===== src/rtl/pwm_output_bank.sv =====
// Multi-channel PWM output stage driven by one shared free-running period counter.
// Define PWM_OUTPUT_RAMP_EN to slew-limit active duty by RAMP_STEP per period.
module pwm_output_bank #(
  parameter int unsigned CHANNELS  = 2,
  parameter int unsigned LEVEL_W   = 3,
  parameter int unsigned CNT_W     = 16,
  parameter int unsigned STEP      = 8192,
  parameter int unsigned RAMP_STEP = 256
) (
  input  logic                         clk,
  input  logic                         rst,
  input  logic [CHANNELS*LEVEL_W-1:0]  level,
  input  logic                         level_valid,
  input  logic [CHANNELS-1:0]          enable,
  output logic [CHANNELS-1:0]          pwm,
  output logic                         period_start,
  output logic [CHANNELS-1:0]          settled
);

  localparam int unsigned      ProdW    = LEVEL_W + 32;
  localparam logic [CNT_W-1:0] CntMax   = '1;
  localparam logic [ProdW-1:0] SatLimit = ProdW'(CntMax);

`ifdef PWM_OUTPUT_RAMP_EN
  localparam bit RampEn = 1'b1;
`else
  localparam bit RampEn = 1'b0;
`endif

  // Without ramping the limit spans the whole duty range, so every boundary jumps to target.
  localparam logic [CNT_W:0] StepLim = RampEn ? (CNT_W+1)'(RAMP_STEP) : {1'b0, CntMax};

  logic [CNT_W-1:0] cnt_q, cnt_d;
  logic             period_start_q, period_start_d;
  logic             boundary;

  assign cnt_d          = cnt_q + CNT_W'(1);
  assign boundary       = (cnt_q == CntMax);
  assign period_start_d = (cnt_q == '0);
  assign period_start   = period_start_q;

  always_ff @(posedge clk or posedge rst) begin
    if (rst) begin
      cnt_q          <= '0;
      period_start_q <= 1'b0;
    end else begin
      cnt_q          <= cnt_d;
      period_start_q <= period_start_d;
    end
  end

  for (genvar i = 0; i < CHANNELS; i++) begin : g_ch
    logic [LEVEL_W-1:0] lvl;
    logic [ProdW-1:0]   prod;
    logic [CNT_W-1:0]   lvl_duty;
    logic [CNT_W-1:0]   target_q, target_d;
    logic [CNT_W-1:0]   active_q, active_d;
    logic [CNT_W-1:0]   diff, stepped;
    logic               up;
    logic               pwm_q, pwm_d;

    assign lvl      = level[i*LEVEL_W +: LEVEL_W];
    assign prod     = ProdW'(lvl) * ProdW'(STEP);
    assign lvl_duty = (prod > SatLimit) ? CntMax : prod[CNT_W-1:0];
    assign target_d = level_valid ? lvl_duty : target_q;

    assign up   = (target_q > active_q);
    assign diff = up ? (target_q - active_q) : (active_q - target_q);

    // Step toward target; landing exactly on it whenever the gap fits in one step.
    always_comb begin
      stepped = target_q;
      if ({1'b0, diff} > StepLim) begin
        stepped = up ? (active_q + StepLim[CNT_W-1:0]) : (active_q - StepLim[CNT_W-1:0]);
      end
    end

    always_comb begin
      active_d = active_q;
      if (boundary) begin
        active_d = enable[i] ? stepped : '0;
      end
    end

    // At the boundary cnt is at its maximum, so the compare is always false there.
    assign pwm_d = enable[i] & (cnt_q < active_q);

    always_ff @(posedge clk or posedge rst) begin
      if (rst) begin
        target_q <= '0;
        active_q <= '0;
        pwm_q    <= 1'b0;
      end else begin
        target_q <= target_d;
        active_q <= active_d;
        pwm_q    <= pwm_d;
      end
    end

    assign pwm[i]     = pwm_q;
    assign settled[i] = (active_q == target_q);
  end

endmodule


===== config.mk =====
export PLATFORM = sky130hd
export DESIGN_NAME = pwm_output_bank
export DESIGN_NICKNAME = d
export VERILOG_FILES = /design/src/rtl/pwm_output_bank.sv
export SDC_FILE = /design/constraint.sdc
export NUM_CORES = 1
export LEC_CHECK = 0
export ABC_AREA = 1
export ABC_CLOCK_PERIOD_IN_PS = 1700
export BUFFER_PORTS_ARGS = -buffer_cell sky130_fd_sc_hd__buf_2
export CORE_ASPECT_RATIO = 0.6
export CORE_MARGIN = 4
export CORE_UTILIZATION = 50
export CTS_CLUSTER_SIZE = 30
export DETAILED_ROUTE_END_ITERATION = 7
export GPL_TIMING_DRIVEN = 0
export PLACE_DENSITY_LB_ADDON = 0.15
export SYNTH_ARGS = -nofsm -noshare
export SYNTH_HDL_FRONTEND = slang
export SYNTH_SLANG_ARGS = --single-unit
export TNS_END_PERCENT = 20

===== constraint.sdc =====
create_clock -name clk -period 1.7 [get_ports clk]
set_input_delay 0.17 -clock clk [delete_from_list [all_inputs] [get_ports clk]]
set_output_delay 0.17 -clock clk [all_outputs]
set_load 0.01 [all_outputs]

==> impl_results.md <==
- Worst-margin pin slew: 0.381 ns
- Startpoint Class: flop
- Number of I/O port buffers: 14
- Slew HR: 0.746
- Period minus WS final: about 1.4 ns
- Row cnt: 15
- Critical path class: reg2reg
- LEAKAGE: 0.974 nW
- DR pass1 iterations: 4
- Worst Skew: 0.00941 ns
- Worst path arrival time: between 1.5 and 2 ns
- Num CTS Buffers: 5
- Gr ovfl total: 0
- Antenna diodes: 0
- Max FO, Critical Path: 10
- CTS tree: done
- Largest net degree at the start of global routing: 32
- Vias per cell: 4.85
- Clock root buffer: clkbuf_8
- Register area share after synthesis: 0.469
- Fillers: 267
- Fmax: ~730 MHz
- VDD IR-drop max: 0.421 mV
- # setup viols final: 0
- GP Congestion: 0.810
- First-pass GRT wire length: 5520 um
- Initial drt markers: 39
- Syn Area/Cell: 8.79 sq um
- Max cap viols: 0
- Status: finished, final reports clean
- CTS sink count: 31
- Placeable Area: 3020 sq um
- Clk pin slew, worst setup/hold paths: 0.07 ns
- Initial antenna violation count: 0
- Global-route usage over all layers: 0.178
- DR DRC count: 0
- Chip Height: 52.5 um
- Area delta synth->final: 14.6%
- Starting Density: 0.547
- Placed Area: about 1800 sq um
- CTS Buffer Depth: 2
- Total Routed Length: 3310 um
- Post-synth net total: about 210
- Final nets: 228
- Clk_lat worst skew: around 0.28 ns
- Top-Level Pins: 16
- Slew Limit Fails: 0
- Die ar.: 4320 sq um
- WL per Instance: 13.0 um
- Die width: between 80 and 90 um
- PwrDens: about 740 nW/um^2
- RSZ-0062 raised after global routing: no
- Period utilization: 0.802
- Commonest non-fill, non-tap cell in the layout: nand2_1
- Share of post-route cells with drive strength above 1: 0.189
- Vias in the first global route: 1212
- Critical Path RT: 1.88 ns
- Fin area: 1890 sq um
- Hold WC Path Type: in2reg
- Most frequent cells in the layout: nand2_1, dfrtp_1, inv_1
- Final hold vios: 0
- Ys Warns: 0
- Area of the mapped netlist: 1650 sq um
- Mapped Cells: 188
- Distinct cells, synth: 25
- CP Capture Type: flop
- Post-route antenna net violation count: 0
- H-tree depth: 2
- CTS resizes: 0
- Via count: 1231
- TNS Setup: 0 ns
- #FFs+latches synth: 31
- Dpl hpwl: 2530 um
worst paths after layout:
path,slack [ns],start,cells past startpoint,end
max,0.34,cnt_q[0],8,cnt_q[12]
min,0.11,level[1],2,g_ch[0].stepped[14]
max reg2reg,0.34,cnt_q[0],8,cnt_q[12]
min reg2reg,0.50,cnt_q[0],1,cnt_q[0]
max in group asynchronous,0.85,rst,4,g_ch[0].stepped[13]
min in group asynchronous,0.39,rst,3,g_ch[1].stepped[15]
registers in the layout, indices dropped and copies added, names as in the netlist:
signal	count
g_ch.active_q	6
cnt_q	16
g_ch.pwm_q	2
g_ch.stepped	6
period_start	1
worst max-delay path, stage by stage, from the launching register on:
cell	delay, ns
dfrtp_1	0.39
ha_1	0.26
nand2_2	0.10
nor2_4	0.04
nand2_4	0.09
buf_6	0.16
clkinv_2	0.07
nand3b_1	0.09
nand2_1	0.06
logic make-up after synthesis:
group / count (synthesis) / synth area share
mux: 6 / 0.0409
flops: 31 / 0.469
compound gates: 11 / 0.0333
fa+ha+maj: 6 / 0.0454
buf+inv: 27 / 0.0712
simple gates: 94 / 0.271
xor+xnor: 13 / 0.0689
power by group:
part	leakage (nW)	internal, mW	total, mW	switching (mW)
sequential	0.369	0.755	0.768	0.0135
combinational	0.563	0.0462	0.0903	0.0441
clock	0.0422	0.286	0.543	0.257
synth_stat cells, drive strengths merged:
library cell	number	area [sq um]
nor3	4	20.0
o21ai	9	45.0
dfrtp	31	776
nand3b	2	15.0
clkbuf	1	3.75
nand3	7	35.0
nand2	55	226
clkinv	1	5.00
mux2	6	67.6
and3	2	12.5
inv	22	82.6
nand4	3	18.8
xor2	12	105
buf	3	26.3
xnor2	1	8.76
a21oi	2	10.0
nor2	21	120
ha	6	75.1
cell type report:
cell class / count / area (sq um) / share of cell area
Buffer: 4 / 30.0 / 0.0159
Inverter: 23 / 87.6 / 0.0462
Timing Repair Buffer: 16 / 108 / 0.0568
Multi-Input combinational cell: 130 / 759 / 0.401
Clock buffer: 7 / 76.3 / 0.0403
Tap cell: 42 / 52.6 / 0.0277
Clock inverter: 1 / 5.00 / 0.00264
Sequential cell: 31 / 776 / 0.410
layer usage:
layer | track usage | vias up | part of all wire
li1 | - | 633 | -
met1 | 0.253 | 574 | 0.52
met2 | 0.253 | 22 | 0.43
met3 | 0.0515 | 2 | 0.038
met4 | 0.0663 | 0 | 0.0067
met5 | 0 | - | 0
per-stage QoR:
stage / total power [mW] / cells / setup WS (ns) / hold WS (ns) / utilization
2_1_floorplan: 0.833 / 188 / 0.465 / 0.274 / -
3_3_place_gp: 0.859 / 244 / 0.378 / 0.402 / 0.588
3_5_place_dp: 0.863 / 244 / 0.348 / 0.408 / 0.588
4_1_cts: 1.41 / 252 / 0.335 / 0.107 / 0.614
5_1_grt: 1.47 / 254 / 0.233 / 0.105 / 0.627
6_report: 1.40 / 254 / 0.337 / 0.112 / 0.627
timing repair:
item	in CTS	in global routing
hold buffers	0	1
setup buffers	0	0
endpoints found under the hold margin	0	6
(Power assumes the default switching activity.)
